<file path="src/rtl/match_matrix_scorer.sv">
// Scores one N*N pairwise match matrix per handshake: total set bits, diagonal
// integrity and symmetry, scanned one row per cycle and held until consumed.
module match_matrix_scorer #(
    parameter int unsigned N     = 5,
    parameter int unsigned CNT_W = 5
) (
    input  logic             clk,
    input  logic             rst_n,
    input  logic             in_valid,
    output logic             in_ready,
    input  logic [N*N-1:0]   match_in,
    output logic             out_valid,
    input  logic             out_ready,
    output logic [CNT_W-1:0] match_count,
    output logic             diag_ok,
    output logic             sym_ok
);

    localparam int unsigned MAT_W = N * N;
    localparam int unsigned ROW_W = (N > 1) ? $clog2(N) : 1;
    localparam int unsigned IDX_W = (MAT_W > 1) ? $clog2(MAT_W) : 1;

    typedef enum logic [1:0] {
        IDLE = 2'd0,
        SCAN = 2'd1,
        DONE = 2'd2
    } state_e;

    state_e             state_q, state_d;
    logic [MAT_W-1:0]   mat_q, mat_d;
    logic [CNT_W-1:0]   acc_q, acc_d;
    logic               diag_acc_q, diag_acc_d;
    logic               sym_acc_q, sym_acc_d;
    logic [ROW_W-1:0]   row_q, row_d;
    logic [CNT_W-1:0]   match_count_q, match_count_d;
    logic               diag_ok_q, diag_ok_d;
    logic               sym_ok_q, sym_ok_d;
    logic               out_valid_q, out_valid_d;

    logic [CNT_W-1:0]   row_pop;
    logic               diag_bit;
    logic               sym_row;
    logic [CNT_W-1:0]   acc_sum;
    logic               diag_all;
    logic               sym_all;

    // Row r of the captured matrix: popcount, its diagonal bit, and mirror agreement.
    always_comb begin
        int unsigned r;
        logic [IDX_W-1:0] idx_rj;
        logic [IDX_W-1:0] idx_jr;
        row_pop  = '0;
        diag_bit = 1'b0;
        sym_row  = 1'b1;
        r        = 32'(row_q);
        for (int unsigned j = 0; j < N; j++) begin
            idx_rj  = IDX_W'(MAT_W - 1 - (N * r + j));
            idx_jr  = IDX_W'(MAT_W - 1 - (N * j + r));
            row_pop = row_pop + CNT_W'(mat_q[idx_rj]);
            sym_row = sym_row & (mat_q[idx_rj] == mat_q[idx_jr]);
            if (j == r) begin
                diag_bit = mat_q[idx_rj];
            end
        end
    end

    assign acc_sum  = acc_q + row_pop;
    assign diag_all = diag_acc_q & diag_bit;
    assign sym_all  = sym_acc_q & sym_row;

    // Next-state and output-register logic.
    always_comb begin
        state_d       = state_q;
        mat_d         = mat_q;
        acc_d         = acc_q;
        diag_acc_d    = diag_acc_q;
        sym_acc_d     = sym_acc_q;
        row_d         = row_q;
        match_count_d = match_count_q;
        diag_ok_d     = diag_ok_q;
        sym_ok_d      = sym_ok_q;
        out_valid_d   = out_valid_q;
        case (state_q)
            IDLE: begin
                if (in_valid) begin
                    mat_d      = match_in;
                    acc_d      = '0;
                    diag_acc_d = 1'b1;
                    sym_acc_d  = 1'b1;
                    row_d      = '0;
                    state_d    = SCAN;
                end
            end
            SCAN: begin
                acc_d      = acc_sum;
                diag_acc_d = diag_all;
                sym_acc_d  = sym_all;
                if (row_q == ROW_W'(N - 1)) begin
                    match_count_d = acc_sum;
                    diag_ok_d     = diag_all;
                    sym_ok_d      = sym_all;
                    out_valid_d   = 1'b1;
                    state_d       = DONE;
                end else begin
                    row_d = row_q + ROW_W'(1);
                end
            end
            DONE: begin
                if (out_ready) begin
                    out_valid_d = 1'b0;
                    state_d     = IDLE;
                end
            end
            default: begin
                state_d     = IDLE;
                out_valid_d = 1'b0;
            end
        endcase
    end

    always_ff @(posedge clk or negedge rst_n) begin
        if (!rst_n) begin
            state_q       <= IDLE;
            mat_q         <= '0;
            acc_q         <= '0;
            diag_acc_q    <= 1'b0;
            sym_acc_q     <= 1'b0;
            row_q         <= '0;
            match_count_q <= '0;
            diag_ok_q     <= 1'b0;
            sym_ok_q      <= 1'b0;
            out_valid_q   <= 1'b0;
        end else begin
            state_q       <= state_d;
            mat_q         <= mat_d;
            acc_q         <= acc_d;
            diag_acc_q    <= diag_acc_d;
            sym_acc_q     <= sym_acc_d;
            row_q         <= row_d;
            match_count_q <= match_count_d;
            diag_ok_q     <= diag_ok_d;
            sym_ok_q      <= sym_ok_d;
            out_valid_q   <= out_valid_d;
        end
    end

    // Acceptance depends on state alone so upstream never sees a valid->ready path.
    assign in_ready    = (state_q == IDLE);
    assign out_valid   = out_valid_q;
    assign match_count = match_count_q;
    assign diag_ok     = diag_ok_q;
    assign sym_ok      = sym_ok_q;

endmodule

</file>
<file path="config.mk">
export PLATFORM = sky130hd
export DESIGN_NAME = match_matrix_scorer
export DESIGN_NICKNAME = d
export VERILOG_FILES = /design/src/rtl/match_matrix_scorer.sv
export SDC_FILE = /design/constraint.sdc
export NUM_CORES = 1
export LEC_CHECK = 0
export CORE_UTILIZATION = 58
export DETAILED_ROUTE_END_ITERATION = 6
export GPL_TIMING_DRIVEN = 0
export PLACE_DENSITY_LB_ADDON = 0.1
export SLEW_MARGIN = 20
export SYNTH_ARGS = -nofsm -noshare
export SYNTH_HDL_FRONTEND = slang
export SYNTH_SLANG_ARGS = --single-unit
</file>
<file path="constraint.sdc">
create_clock -name clk -period 5.75 [get_ports clk]
set_input_delay 0.8625 -clock clk [delete_from_list [all_inputs] [get_ports clk]]
set_output_delay 0.8625 -clock clk [all_outputs]
set_load 0.1 [all_outputs]
</file>
==> flow_metrics.py, run 1 <==
metrics = {
    "floorplanning": {
        "io_pins": 38,
        "start_util_pct": 60.84,
        "core_area_um2": 6422,
        "rows": 29,
        "die_w_um": 84.08,
        "die_h_um": 84.08,
        "dieArea_um2": 7069,
    },
    "place": {
        "hpwlAfterDp_mm": 7.121,
        "portBuffers": 37,
        "place_ws_ns": 0.2472,
        "finalWeightedCongestion": 0.9377,
    },
    "min_path": {
        "hp-class": "in -> async",
    },
    "layout": {
        "fin_nets": 457,
        "areaGrowthSynthToFinish_pct": 15.47,
        "drive_gt1_share_pct": 20.15,
        "nFillCells": 513,
        "seq_area_um2": 1127,
        "antenna_cells": 0,
        "multiInputGateArea_um2": 2595,
    },
    "synth": {
        "syn_nets": 412,
        "ys_ff_latch": 45,
        "ys_seq_area_share_pct": 28.82,
        "synth_cell_types": 56,
        "yosysMostFrequentCell": "dfrtp_1",
        "yosys_warnings": 0,
        "synth_top_area_share_pct": 28.82,
        "synth_area_um2": 3907,
        "yosys_most_used_dff": "dfrtp_1",
        "yosys.area_share.adder_pct": 7.621,
        "synth-xor-area-share_pct": 5.476,
        "synth_area_leader_cell": "dfrtp_1",
        "synth_top_family_by_area": "multiplexers",
        "yosys.area_share.simple_pct": 10.12,
        "synth_compound_area_share_pct": 11.69,
        "synthMuxAreaShare_pct": 31.41,
        "synth_cells": 361,
        "synthTopCellsByArea": "dfrtp_1 29%, mux4_2 10%, mux2i_1 10%",
        "async_flop_share_pct": 100.0,
        "synth_edf_count": 0,
        "synthTopCellsByCount": "45 x dfrtp_1, 39 x mux2i_1, 31 x nand2_1",
        "avgSynthCellArea_um2": 10.82,
    },
    "timing": {
        "relSlewSlack_pct": 35.34,
        "timing.final.crit_period_ns": 5.517,
        "fin_skew_ns": 0.003408,
        "tightestPinTransition_ns": 0.9669,
        "fin_hold_ws_ns": 0.4813,
        "setup_viol": 0,
        "fin_crit_sh_pct": 95.94,
        "rsz0062_at_grt": "no",
        "finalSetupTns_ns": 0,
        "report.final.hold_viol_count": 0,
        "finalMaxSlewViolations": 0,
        "fin_ws_ns": 0.2334,
        "max_freq_ghz": 0.1813,
    },
    "clock_tree": {
        "cts_buffer_depth": 2,
        "cts_buffers": 5,
        "clk_pin_slew_ns": 0.09,
        "cts_tree": "yes",
        "clock_latency_ns": 0.30,
        "cts_setup_buffers": 0,
        "htreeDepth": 2,
        "cts-root-buf": "clkbuf_8",
        "ctsHoldBuffers": 0,
        "clock-sinks": 45,
    },
    "setup_path": {
        "crit_required_ns": 5.98,
        "arrival_ns": 5.74,
        "end_kind": "register",
        "r2r-start": "row_q[0]",
        "path_class": "reg -> reg",
        "setup.worst_path.start": "row_q[0]",
        "start_kind": "register",
        "r2r_setup_slack_ns": 0.23,
        "cp-endpoint": "acc_q[4]",
        "path_max_fanout": 11,
        "r2r_end": "acc_q[4]",
        "rr_worst_depth": 23,
    },
    "detailed_routing": {
        "drt-initial-drc-count": 158,
        "vias": 3125,
        "drt_wl_total_mm": 9.455,
        "ant_nets": 0,
        "firstDrtPassIters": 7,
        "post-route-drc-count": 6,
        "vias_per_cell": 6.457,
        "wl_per_cell_um": 19.54,
    },
    "run_status": {
        "violations": "DRC",
        "status": "finished with violations",
    },
    "global_routing": {
        "overflow": 0,
        "grt_pass1_vias": 3019,
        "grt_max_degree": 30,
        "grtUsageTotal_pct": 28.31,
        "grt_pass1_wl_mm": 15.60,
        "antenna_found_initial": 0,
    },
    "job": {
        "drv_cap": 0,
    },
}
placed cells by master, fill, tap and decap left out, types with 6 or more instances in the layout:
cell and n:
a21oi_1 12, dfrtp_1 44, o21ai_0 24, o22ai_1 6, nand2_1 31, xnor2_1 7
xor2_1 8, mux2i_1 38, clkbuf_1 8, clkdlybuf4s50_1 36, mux4_2 18, inv_1 14
nand3_1 8, nor2_1 12, ha_1 19, mux2_2 29
worst min path at each step:
stage          cells after the start        endpoint           start  slack (ns)
2_1_floorplan                      2        acc_q[1]        acc_q[1]        0.46
3_5_place_dp                       2  match_count[1]  match_count[1]        0.47
3_3_place_gp                       2         diag_ok         diag_ok        0.46
5_1_grt                            1        acc_q[4]           rst_n        0.51
4_1_cts                            1        acc_q[4]           rst_n        0.49
6_report                           1        acc_q[4]           rst_n        0.48
routing by layer:
metal / track usage, % / vias up / part of all wire (%)
li1: - / 1435 / -
met1: 38.81 / 1538 / 43
met2: 47.17 / 132 / 50
met3: 3.363 / 20 / 5.1
met4: 8.621 / 0 / 1.8
met5: 0 / - / 0
cell type report:
cell class                      instances  area share, %
Multi-Input combinational cell        280          57.52
Sequential cell                        45          24.99
Timing Repair Buffer                   38          8.541
Buffer                                 21          3.023
Tap cell                               77          2.135
Clock buffer                            6          1.608
Inverter                               15          1.331
Clock inverter                          2         0.8597
logic make-up (layout without fill, tap and decap cells):
| group | after synthesis | count (layout) |
|---|---|---|
| flip-flops | 45 | 45 |
| buffers and inverters | 36 | 82 |
| XOR/XNOR | 18 | 18 |
| AND/OR/NAND/NOR | 80 | 80 |
| AO/OA/AOI/OAI | 70 | 70 |
| multiplexers | 90 | 90 |
| adder cells (fa/ha/maj) | 22 | 22 |
critical path, cell delays in order, from the launching register on:
cell	delay (ns)
dfrtp_1	0.60
clkinvlp_4	0.31
buf_1	0.36
ha_1	0.41
buf_6	0.17
buf_6	0.18
buf_4	0.22
mux2i_1	0.12
nand3_1	0.10
o21ai_0	0.08
a221oi_1	0.26
mux2i_1	0.15
mux2i_2	0.32
fa_1	0.47
inv_1	0.09
fa_1	0.39
inv_1	0.07
ha_1	0.16
inv_1	0.05
fa_1	0.40
nor2b_1	0.11
o21ai_0	0.09
xor2_1	0.16
o21ai_0	0.15
sequential cells by signal (all words and copies together), names as in the netlist:
register and cells:
mat_q 25, acc_q 5, sym_acc_q 1, state_q 2
out_valid 1, diag_acc_q 1, row_q 3, diag_ok 1
match_count 5, sym_ok 1
stage by stage:
stage | cell area (um2) | utilization, % | std cells
5_1_grt | 4512 | 70.25 | 484
2_1_floorplan | 3908 | - | 361
3_5_place_dp | 4389 | 68.34 | 476
3_3_place_gp | 4374 | 68.11 | 475
6_report | 4512 | 70.25 | 484
4_1_cts | 4501 | 70.08 | 484
repair_timing:
item / in CTS / in global routing
hold endpoints to repair: 0 / 0
resized for setup: 0 / 5
setup endpoints to repair: 0 / 3
Power of run 1 is not shown: default switching activity piles up to over one toggle a cycle in this logic, so the estimate is an artifact.
==> run 2, diff against run 1 <==
--- a/config.mk
+++ b/config.mk
@@ -5,9 +5,11 @@
 export SDC_FILE = /design/constraint.sdc
 export NUM_CORES = 1
 export LEC_CHECK = 0
-export CORE_UTILIZATION = 58
+export CORE_ASPECT_RATIO = 0.5
+export CORE_UTILIZATION = 55
 export DETAILED_ROUTE_END_ITERATION = 6
 export GPL_TIMING_DRIVEN = 0
+export HOLD_SLACK_MARGIN = 0.12
 export PLACE_DENSITY_LB_ADDON = 0.1
 export SLEW_MARGIN = 20
 export SYNTH_ARGS = -nofsm -noshare
==> flow_metrics.py, run 2 (synthesis results as in run 1) <==
metrics = {
    "clock_tree": {
        "cts-root-buf": "clkbuf_16",
        "htreeDepth": 2,
        "clock-sinks": 45,
        "cts_tree": "yes",
        "cts_buffers": 5,
        "cts_buffer_depth": 2,
        "clk_pin_slew_ns": 0.06,
        "clock_latency_ns": 0.30,
    },
    "layout": {
        "areaGrowthSynthToFinish_pct": 17.84,
        "design_area_um2": 4604,
        "drive_gt1_share_pct": 20.88,
        "final_common_cell": "dfrtp_1",
        "mostFrequentLayoutCells": "43 x dfrtp_1, 38 x mux2i_1, 36 x clkdlybuf4s50_1",
        "fin_util_pct": 67.92,
        "largest_register_ffs": 25,
        "antenna_cells": 0,
        "regMostFlops": "mat_q",
        "fin_nets": 457,
    },
    "timing": {
        "finalMaxSlewViolations": 0,
        "report.final.hold_viol_count": 0,
        "timing.final.crit_period_ns": 5.200,
        "rsz0062_at_grt": "no",
        "tightestPinTransition_ns": 0.9740,
        "fin_ws_ns": 0.5496,
        "fin_crit_sh_pct": 90.44,
        "fin_skew_ns": 0.007912,
        "max_freq_ghz": 0.1923,
        "setup_viol": 0,
        "relSlewSlack_pct": 34.86,
    },
    "detailed_routing": {
        "firstDrtPassIters": 4,
        "vias": 3124,
        "drt_wl_total_mm": 9.957,
        "drt-initial-drc-count": 198,
        "post-route-drc-count": 0,
        "ant_nets": 0,
        "vias_per_cell": 6.261,
        "wl_per_cell_um": 19.95,
    },
    "setup_path": {
        "crit_slowest_cell": "dfrtp_2",
        "crit_required_ns": 5.92,
        "r2r_end": "match_count[4]",
        "cp_top_family": "adder cells",
        "start_kind": "register",
        "cp_common_cell": "inv_1",
        "path_class": "reg -> reg",
        "cp-endpoint": "match_count[4]",
        "path_max_fanout": 19,
        "arrival_ns": 5.37,
        "path_depth": 23,
        "r2r_setup_slack_ns": 0.55,
        "slowest_delay_ns": 0.46,
        "critPathBufInv": 8,
        "path_cells": "clkbuf_4 > inv_1 > ha_1 > buf_6 > buf_6 > buf_4 > mux2i_1 > nand3_1 > o21ai_0 > a221oi_2 > mux2i_1 > mux2i_2 > fa_1 > inv_1 > fa_1 > inv_1 > ha_1 > inv_1 > fa_1 > nor2b_1 > o21ai_0 > xor2_1 > o21ai_0",
        "r2r-start": "row_q[1]",
        "rr_worst_depth": 23,
        "end_kind": "register",
        "setup.worst_path.start": "row_q[1]",
    },
    "floorplanning": {
        "die_h_um": 61.60,
        "io_pins": 38,
        "start_util_pct": 57.64,
        "die_w_um": 121.2,
        "core_area_um2": 6779,
        "dieArea_um2": 7466,
        "rows": 21,
    },
    "run_status": {
        "status": "finished clean",
    },
    "global_routing": {
        "overflow": 0,
        "grt_pass1_wl_mm": 16.50,
        "grt_pass1_vias": 3046,
        "antenna_found_initial": 0,
        "grtUsageTotal_pct": 30.27,
        "grt_max_degree": 32,
    },
    "place": {
        "place_ws_ns": -0.05544,
        "placed_area_um2": 4408,
        "portBuffers": 37,
        "finalWeightedCongestion": 0.9580,
        "hpwlAfterDp_mm": 7.646,
    },
    "min_path": {
        "hp-class": "in -> async",
    },
    "job": {
        "drv_cap": 0,
    },
}
[run 2: worst register-to-register path: stages, from the launching register on]
cell      delay, ns
dfrtp_2        0.46
clkbuf_4       0.35
inv_1          0.23
ha_1           0.35
buf_6          0.16
buf_6          0.17
buf_4          0.22
mux2i_1        0.12
nand3_1        0.10
o21ai_0        0.10
a221oi_2       0.30
mux2i_1        0.14
mux2i_2        0.25
fa_1           0.45
inv_1          0.09
fa_1           0.39
inv_1          0.07
ha_1           0.15
inv_1          0.06
fa_1           0.40
nor2b_1        0.11
o21ai_0        0.10
xor2_1         0.20
o21ai_0        0.10
[run 2: worst min-delay path by stage]
stage	start	to	slack (ns)	cells past startpoint
2_1_floorplan	acc_q[1]	acc_q[1]	0.46	2
3_3_place_gp	diag_ok	diag_ok	0.46	2
3_5_place_dp	match_count[1]	match_count[1]	0.48	2
4_1_cts	rst_n	match_count[4]	0.48	1
5_1_grt	rst_n	match_count[4]	0.49	1
6_report	rst_n	match_count[4]	0.47	1
[run 2: stage by stage]
stage / instances / setup TNS, ns / hold WS, ns
global route: 499 / 0 / 0.4926
floorplan: 361 / 0 / 0.4563
detailed placement: 491 / -0.1063 / 0.4762
global placement: 490 / 0 / 0.4644
finish: 499 / 0 / 0.4685
CTS: 499 / 0 / 0.4777
[run 2: final cells by class]
class | count | area (um2)
multi-input cells | 280 | 2603
inverters | 15 | 60.06
fillers | 506 | 2175
clock buffers | 7 | 142.6
plain buffers | 20 | 132.6
clock inverters | 1 | 30.03
repair buffers | 39 | 392.9
well taps | 92 | 115.1
flip-flops and latches | 45 | 1129
[run 2: layer usage]
| layer | global-route usage [%] | wire, um |
|---|---|---|
| met1 | 42.02 | 4702 |
| met2 | 46.86 | 4319 |
| met3 | 8.426 | 773 |
| met4 | 8.995 | 161 |
| met5 | 0 | 0 |
[run 2: what timing repair did]
item,in CTS,in global routing
endpoints found under the setup margin,2,8
cloned,0,0
pin swaps,0,0
resized for setup,1,8
hold buffers,0,0
buffers inserted,0,1
Power of run 2 is left out for the same reason.
